<file path="src/rtl/tow_pkg.sv">
// Shared definitions for the tug-of-war game: FSM states, scorer result words
// and the LFSR feedback mask.
package tow_pkg;

    typedef enum logic [2:0] {
        IDLE,
        DELAY,
        LIGHT,
        HOLD,
        DONE
    } state_t;

    localparam logic [6:0] SCORE_WL  = 7'b1110000;
    localparam logic [6:0] SCORE_WR  = 7'b0000111;
    localparam logic [6:0] SCORE_ERR = 7'b1010101;

    // Right-shifting Galois form of x^16+x^14+x^13+x^11+1
    localparam logic [15:0] LFSR_TAPS = 16'hB400;

    function automatic logic game_over(input logic [6:0] s);
        return (s == SCORE_WL) || (s == SCORE_WR) || (s == SCORE_ERR);
    endfunction

endpackage

</file>
<file path="src/rtl/round_ctrl_if.sv">
// Button/score inputs and round-result outputs of the round controller.
interface round_ctrl_if;
    logic       pbl;
    logic       pbr;
    logic [6:0] score;
    logic       winrnd;
    logic       right;
    logic       leds_on;

    modport master (output pbl, pbr, score, input winrnd, right, leds_on);
    modport slave  (input pbl, pbr, score, output winrnd, right, leds_on);
endinterface

</file>
<file path="src/rtl/tow_lfsr.sv">
// 16-bit Galois LFSR with reset seed and advance enable.
module tow_lfsr
    import tow_pkg::*;
#(
    parameter logic [15:0] SEED = 16'hACE1
) (
    input  logic        clk,
    input  logic        rst,
    input  logic        en,
    output logic [15:0] lfsr
);

    always_ff @(posedge clk) begin
        if (!rst)
            lfsr <= SEED;
        else if (en)
            lfsr <= {1'b0, lfsr[15:1]} ^ (lfsr[0] ? LFSR_TAPS : '0);
    end

endmodule

</file>
<file path="src/rtl/round_ctrl.sv">
// Tug-of-war round controller: random lights-off delay, first-push detection.
// Optional lights-on timeout enabled by defining ROUND_TIMEOUT_EN.
module round_ctrl
    import tow_pkg::*;
#(
    parameter int unsigned    DELAY_MIN      = 2048,
    parameter int unsigned    DELAY_W        = 12,
    parameter int unsigned    HOLD_CYCLES    = 4096,
    parameter logic [15:0]    LFSR_SEED      = 16'hACE1,
    parameter int unsigned    TIMEOUT_CYCLES = 65535
) (
    input  logic         clk,
    input  logic         rst,
    round_ctrl_if.slave  bus
);

    localparam int unsigned DELAY_MAX = DELAY_MIN + (1 << DELAY_W) - 1;
    localparam int unsigned CNT_MAX_A = (DELAY_MAX > HOLD_CYCLES) ? DELAY_MAX : HOLD_CYCLES;
    localparam int unsigned CNT_MAX   = (CNT_MAX_A > TIMEOUT_CYCLES) ? CNT_MAX_A : TIMEOUT_CYCLES;
    localparam int unsigned CNT_W     = $clog2(CNT_MAX + 1);

    localparam logic [CNT_W-1:0] HOLD_LOAD = CNT_W'(HOLD_CYCLES - 1);

    state_t           state;
    logic [CNT_W-1:0] cnt;
    logic [15:0]      lfsr;
    logic             prio;
    logic             pbl_q;
    logic             pbr_q;
    logic             push_l;
    logic             push_r;
    logic             push_any;
    logic             win_r;
    logic             unused_lfsr;

    tow_lfsr #(.SEED(LFSR_SEED)) u_lfsr (
        .clk  (clk),
        .rst  (rst),
        .en   (1'b1),
        .lfsr (lfsr)
    );

    assign unused_lfsr = ^lfsr;

    always_comb begin
        push_l   = bus.pbl & ~pbl_q;
        push_r   = bus.pbr & ~pbr_q;
        push_any = push_l | push_r;
        // A tie goes to whoever holds priority; otherwise the lone pusher wins
        win_r    = (push_l & push_r) ? prio : push_r;
    end

    always_ff @(posedge clk) begin
        if (!rst) begin
            state       <= IDLE;
            cnt         <= '0;
            prio        <= 1'b0;
            pbl_q       <= 1'b0;
            pbr_q       <= 1'b0;
            bus.winrnd  <= 1'b0;
            bus.right   <= 1'b0;
            bus.leds_on <= 1'b0;
        end else begin
            pbl_q      <= bus.pbl;
            pbr_q      <= bus.pbr;
            bus.winrnd <= 1'b0;
            case (state)
                IDLE: begin
                    bus.leds_on <= 1'b0;
                    if (!bus.pbl && !bus.pbr) begin
                        cnt   <= CNT_W'(DELAY_MIN) + CNT_W'(lfsr[DELAY_W-1:0]);
                        state <= DELAY;
                    end
                end
                DELAY, LIGHT: begin
                    // leds_on is left as-is on a push so it records jump-the-light vs. fair win
                    if (push_any) begin
                        bus.winrnd <= 1'b1;
                        bus.right  <= win_r;
                        if (push_l && push_r)
                            prio <= ~prio;
                        cnt   <= HOLD_LOAD;
                        state <= HOLD;
                    end else if (state == DELAY) begin
                        if (cnt == '0) begin
                            bus.leds_on <= 1'b1;
                            cnt         <= CNT_W'(TIMEOUT_CYCLES - 1);
                            state       <= LIGHT;
                        end else begin
                            cnt <= cnt - 1'b1;
                        end
                    end
`ifdef ROUND_TIMEOUT_EN
                    else if (cnt == '0) begin
                        bus.leds_on <= 1'b0;
                        state       <= IDLE;
                    end else begin
                        cnt <= cnt - 1'b1;
                    end
`endif
                end
                HOLD: begin
                    if (cnt == '0) begin
                        bus.leds_on <= 1'b0;
                        state       <= game_over(bus.score) ? DONE : IDLE;
                    end else begin
                        cnt <= cnt - 1'b1;
                    end
                end
                DONE: begin
                    bus.leds_on <= 1'b0;
                end
                default: state <= IDLE;
            endcase
        end
    end

endmodule

</file>
<file path="src/flat_wrapper.sv">
// flat-port wrapper written by rule: the top's interface ports become plain ports
module round_ctrl_flat import tow_pkg::*;
#(
    parameter int unsigned    DELAY_MIN      = 2048,
    parameter int unsigned    DELAY_W        = 12,
    parameter int unsigned    HOLD_CYCLES    = 4096,
    parameter logic [15:0]    LFSR_SEED      = 16'hACE1,
    parameter int unsigned    TIMEOUT_CYCLES = 65535
)
  (clk, rst, bus_pbl, bus_pbr, bus_score, bus_winrnd, bus_right, bus_leds_on);
  round_ctrl_if bus_i ();
  input  logic clk;
  input  logic rst;
  input wire logic [$bits(bus_i.pbl)-1:0] bus_pbl;
  input wire logic [$bits(bus_i.pbr)-1:0] bus_pbr;
  input wire logic [$bits(bus_i.score)-1:0] bus_score;
  output wire logic [$bits(bus_i.winrnd)-1:0] bus_winrnd;
  output wire logic [$bits(bus_i.right)-1:0] bus_right;
  output wire logic [$bits(bus_i.leds_on)-1:0] bus_leds_on;
  assign bus_i.pbl = bus_pbl;
  assign bus_i.pbr = bus_pbr;
  assign bus_i.score = bus_score;
  assign bus_winrnd = bus_i.winrnd;
  assign bus_right = bus_i.right;
  assign bus_leds_on = bus_i.leds_on;
  round_ctrl #(.DELAY_MIN(DELAY_MIN), .DELAY_W(DELAY_W), .HOLD_CYCLES(HOLD_CYCLES), .LFSR_SEED(LFSR_SEED), .TIMEOUT_CYCLES(TIMEOUT_CYCLES)) u_core (.clk(clk), .rst(rst), .bus(bus_i));
endmodule
</file>
<file path="config.mk">
export PLATFORM = sky130hd
export DESIGN_NAME = round_ctrl_flat
export DESIGN_NICKNAME = d
export VERILOG_FILES = /design/src/rtl/tow_pkg.sv /design/src/rtl/round_ctrl_if.sv /design/src/rtl/tow_lfsr.sv /design/src/rtl/round_ctrl.sv /design/src/flat_wrapper.sv
export SDC_FILE = /design/constraint.sdc
export NUM_CORES = 1
export LEC_CHECK = 0
export ABC_AREA = 1
export CORE_MARGIN = 4
export CORE_UTILIZATION = 58
export CTS_BUF_LIST = sky130_fd_sc_hd__clkbuf_16
export DETAILED_ROUTE_END_ITERATION = 6
export PLACE_DENSITY = 0.79
export SKIP_LAST_GASP = 1
export SLEW_MARGIN = 20
export SYNTH_ARGS = -nofsm -noshare
export SYNTH_HDL_FRONTEND = slang
export SYNTH_SLANG_ARGS = --single-unit
</file>
<file path="constraint.sdc">
create_clock -name clk -period 2.01 [get_ports clk]
set_input_delay 0.402 -clock clk [delete_from_list [all_inputs] [get_ports clk]]
set_output_delay 0.402 -clock clk [all_outputs]
set_load 0.1 [all_outputs]
</file>
# --- Word-level counts from Yosys, hierarchy flattened ---
# Index checks and enable logic that the tools add are counted.
word_totals:
  reg_bits: 41
  latch_bits: 0
  ram_bits: 0
  romBits: 0
  word_cells: 74
  mem_count: 0
op_classes:
  add_sub_neg: 2
  mul: 0
  n_div: 0
  n_lt_le_gt_ge: 0
  n_eq_ne: 15
  n_shift: 0
  n_mux: 21
  bitwise: 9
  reduce_logical: 18
ops:
  columns: ["cell", "count"]
  rows:
  - ["16-bit two-way mux", 6]
  - ["16-bit case mux with 3 select lines", 1]
  - ["3-bit two-way mux", 6]
  - ["16-bit logical NOT", 1]
  - ["16-bit by 1-bit subtractor with 16-bit output (second input constant)", 1]
  - ["15-bit by 16-bit XOR with 16-bit output", 1]
  - ["7-bit == test (second input constant)", 2]
  - ["12-bit by 12-bit adder with 13-bit output (first input constant)", 1]
  - ["3-bit case mux with 4 select lines", 1]
  - ["5-bit AND reduction", 2]
  - ["2-bit by 1-bit inequality test with 1-bit output (second input constant)", 4]
  - ["7-bit by 3-bit == test with 1-bit output (second input constant)", 1]
  - ["3-bit by 2-bit == test with 1-bit output (second input constant)", 2]
  - ["1-bit two-way mux", 6]
  - ["3-bit by 1-bit inequality test with 1-bit output (second input constant)", 2]
  - ["3-bit nonzero test", 2]
  - ["2-bit inequality test (second input constant)", 2]
  - ["1-bit inverter", 4]
  - ["2-bit AND reduction", 2]
  - ["4-bit AND reduction", 1]
  - ["2-bit OR reduction", 2]
  - ["1-bit bitwise AND", 3]
  - ["3-bit by 1-bit == test with 1-bit output (second input constant)", 1]
  - ["3-bit == test (second input constant)", 1]
  - ["7 further kinds", 10]

# --- Depth between registers and ports, before layout ---
depth:
  word_depth: 6
  depth_mapped: 11

# --- Cells and area by module ---
# A second synthesis with hierarchy kept.
hier_totals:
  cells_unflattened: 377
  hier_area_um2: 2376.0
by_module_without_submodules:
  columns: ["mod", "instances", "cells_per_inst", "area_per_inst_um2", "seq_area_each_um2"]
  rows:
  - ["round_ctrl", 1, 297, 1751.7, 500.5]
  - ["tow_lfsr", 1, 80, 624.3, 320.3]

# --- Least setup slack after synthesis ---
# Ideal clock, no wire load.
synth_path:
  path_kind: "reg-to-reg"
  start: "register u_core.cnt[0]"
  end: "register u_core.cnt[12]"
  setup_time_ps: 116
  t_arrival_ps: 1374
  slack_ps: 521
  stages_incl_launch_ff: 11
  n_path_buf: 1
  synth_period_minus_slack_ps: 1489
  cell_sequence: "dfxtp_1 > inv_1 > ha_1 > nand2_2 > nor2_2 > nand3_2 > nand2_4 > inv_4 > buf_6 > o21ai_1 > nor2_2"
synth_via:
  elab_chain_cells: 5
synth_lines:
  columns: ["item", "line", "text"]
  rows:
  - ["start, declared", "round_ctrl.sv:25", "logic [CNT_W-1:0] cnt;"]
  - ["start signal, assigned", "round_ctrl.sv:71", "cnt <= CNT_W'(DELAY_MIN) + CNT_W'(lfsr[DELAY_W-1:0]);"]
  - ["start signal, assigned", "round_ctrl.sv:87", "cnt <= CNT_W'(TIMEOUT_CYCLES - 1);"]
  - ["start signal, assigned", "round_ctrl.sv:90", "cnt <= cnt - 1'b1;"]
  - ["16-bit by 1-bit subtractor with 16-bit output / 16-bit logical NOT (equally long branches)", null, null]
  - ["16-bit two-way mux", "round_ctrl.sv:85", "if (cnt == '0) begin"]
  - ["16-bit two-way mux", "round_ctrl.sv:84", "end else if (state == DELAY) begin"]
  - ["16-bit two-way mux", "round_ctrl.sv:77", "if (push_any) begin"]
  - ["16-bit case mux with 3 select lines", "round_ctrl.sv:67", "case (state)"]
# Several ways; a longest one is shown, not always the timed one. The select of a mux whose other input is x is not followed.
# A chain may end at the register's enable or synchronous reset.

# --- Worst setup path in the final report ---
layout_path:
  start: "register u_core.cnt[0]"
  end: "register u_core.state[0]"
layout_via:
  elab_chain_cells: 3
layout_lines:
  columns: ["item", "line", "text"]
  rows:
  - ["16-bit logical NOT (*)", "round_ctrl.sv:85, round_ctrl.sv:103", null]
  - ["3-bit by 1-bit inequality test with 1-bit output (no source line) / 2-bit by 1-bit inequality test with 1-bit output (equally long branches)", null, null]
  - ["5-bit AND reduction (no source line) (*)", null, null]
  - ["end signal, assigned", "round_ctrl.sv:105", "state <= game_over(bus.score) ? DONE : IDLE;"]
  - ["end, declared", "round_ctrl.sv:24", "state_t state;"]
# Every way passes the cells marked *; elsewhere a longest branch is shown, timed or not.

==> flow_summary.toml <==
[routing]
wl_per_cell_um = 12.6
drtIter0Drc = 164
dr.pass1.iters = 4
viasPerCell = 5.22
remaining_drc_errors = 0
wl_mm = 4.66
vias = 1931
drtAntennaViolNets = 0

[clock_network]
clk_latency_ps = 280
cts_htree_levels = 2
clock-sinks = 41
cts-root-buf = "clkbuf_16"
cts_tree = "built"
cts-hold-fix-buffers = 0
cts.repair.resized = 0
max-clock-path-buffers = 2
cts_made_buffers = 5
postCtsSetupRepairBufs = 0
path_clk_slew_ps = 60

[die]
die-area_um2 = 4570
chipWidth_um = 67.6
start_util_pct = 60.8
ios = 14
dieHeight_um = 67.6
core_area_um2 = 3390
placementRows = 21

[grt]
grt_pass1_wl_mm = 7.67
grt_pass1_vias = 1679
grt_max_degree = 15
antenna_found_initial = 0
grt.overflow.total = 0
met1_usage_pct = 29.5
grt_usage_pct = 22.4
use_met3_pct = 4.49
grt-busiest-layer = "met2"
grt_use_met2_pct = 36.6

[timing]
drv_slew = 0
fmaxAchievable_mhz = 532
min_period_ps = 1880
maxSlewHeadroom_pct = 73.8
fin_skew_ps = 2.98
rsz0062_at_grt = "false"
finalSetupTns_ps = 0
final-hold-violation-count = 0
finalCritPeriodShare_pct = 93.6
tightest_slew_ps = 392
setup_viol = 0

[min_path]
whs_path_depth = 2
hp-start = "u_core.u_lfsr.lfsr[8]"
hold_path_end = "u_core.u_lfsr.lfsr[7]"
worstHoldPathType = "reg -> reg"

[synth]
seq_area_frac_synth_pct = 39.9
synth_seq_cells = 41
netlist.area_leader.share_pct = 39.9
avgSynthCellArea_um2 = 6.73
synth_cell_types = 30
syn_inst = 306
synth_area_leaders = "dfxtp_1 (40%), nand2_1 (12%), nor2_1 (7.3%)"
syn_area_um2 = 2060
ys.warnings.count = 0
syn-num-nets = 318
yosys.area.top_type = "dfxtp_1"

[pwr]
p_per_area_nw_per_um2 = 1770
cellLeakagePower_nw = 1.11
irDropWorstVdd_mv = 1.38
total_power_mw = 4.29

[layout]
final_common_cell = "nand2_1"
drive_gt1_share_pct = 10.8
layout_common_cells = "nand2_1 (68), dfxtp_1 (41), nor2_1 (40)"
fin_nets = 335
fin_area_um2 = 2430
n_antenna_cell = 0
area_delta_synth_final_pct = 17.8
n_fill_cell = 275

[worst_setup_path]
startpoint_type = "register"
r2r_cells = 9
regToRegSetupSlack_ps = 130
r2r_end = "u_core.state[0]"
crit_fanout = 5
endpoint_kind = "register"
worstPathRequired_ps = 2170
critical_path_class = "reg -> reg"
r2r_start = "u_core.cnt[0]"
arrival_ps = 2040

[placement]
placed_area_um2 = 2230
dp_hpwl_mm = 3.28
numPortBuffers = 13
place_congestion = 0.920

[status]
status = "finished clean"

[job]
drv_cap = 0
where the power goes:
part,switching (mW),internal (mW)
combinational,1.34,0.682
clock,0.336,0.716
sequential,0.207,1.01
stage by stage:
step | instances | util [%] | worst slack [ps] | hold WS [ps]
floorplan | 306 | - | 521 | 390
global placement | 362 | 65.9 | 95.8 | 400
detailed placement | 362 | 65.9 | 27.1 | 410
CTS | 370 | 71.6 | 167 | 427
global route | 370 | 71.6 | 18.4 | 453
finish | 370 | 71.6 | 129 | 426
sequential cells by signal, summed over array words and instances (netlist names):
register	count
u_core.pbl_q	1
u_core.bus.winrnd	1
u_core.cnt	16
u_core.prio	1
u_core.bus.right	1
u_core.bus.leds_on	1
u_core.u_lfsr.lfsr	16
u_core.pbr_q	1
u_core.state	3
layout make-up:
type	count	area, um^2	area share, %
Multi-Input combinational cell	221	1060	43.7
Sequential cell	41	821	33.8
Timing Repair Buffer	17	153	6.29
Inverter	37	141	5.83
Clock buffer	5	125	5.16
Clock inverter	3	68.8	2.84
Tap cell	46	57.6	2.37
cells in the mapped netlist, drive strengths merged:
master / instances
xor2: 1
nand3b: 1
inv: 36
or2: 5
o21ai: 28
xnor2: 5
ha: 1
buf: 4
and3: 1
nand3: 26
mux2i: 2
a21oi: 23
dfxtp: 41
clkinv: 1
nand2: 71
and2: 1
nor2: 49
clkbuf: 3
nand4: 2
o21bai: 2
nor3: 3
layer usage:
layer	vias to the layer above	share of wire, %
li1	1012	-
met1	874	48
met2	39	47
met3	6	4.4
met4	0	1.2
met5	-	0
critical path, stage by stage, from the launching register on:
cell and delay [ps]:
dfxtp_1 330, inv_1 120, ha_1 240, nand3_1 230, nor2_2 260, nand2_1 100
nand2_1 70, nand2_1 100, o21ai_0 250, nor2_1 70
cells by family after synthesis:
family	share of synthesized area [%]
compound gates	13.1
xor+xnor	2.55
fa+ha+maj	0.607
buf+inv	8.69
flops	39.9
mux	0.972
simple gates	34.2
how the worst max path moves through the flow:
| stage | endpoint | slack [ps] | start | cells after the start |
|---|---|---|---|---|
| after floorplan | u_core.cnt[12] | 520 | u_core.cnt[0] | 10 |
| after global placement | u_core.cnt[12] | 100 | bus_pbl | 10 |
| after detailed placement | u_core.cnt[12] | 30 | bus_pbl | 10 |
| after CTS | u_core.state[0] | 170 | u_core.cnt[0] | 9 |
| after global routing | u_core.state[0] | 20 | u_core.cnt[0] | 9 |
| final | u_core.state[0] | 130 | u_core.cnt[0] | 9 |
No activity file was read; power rests on OpenSTA's default activity.
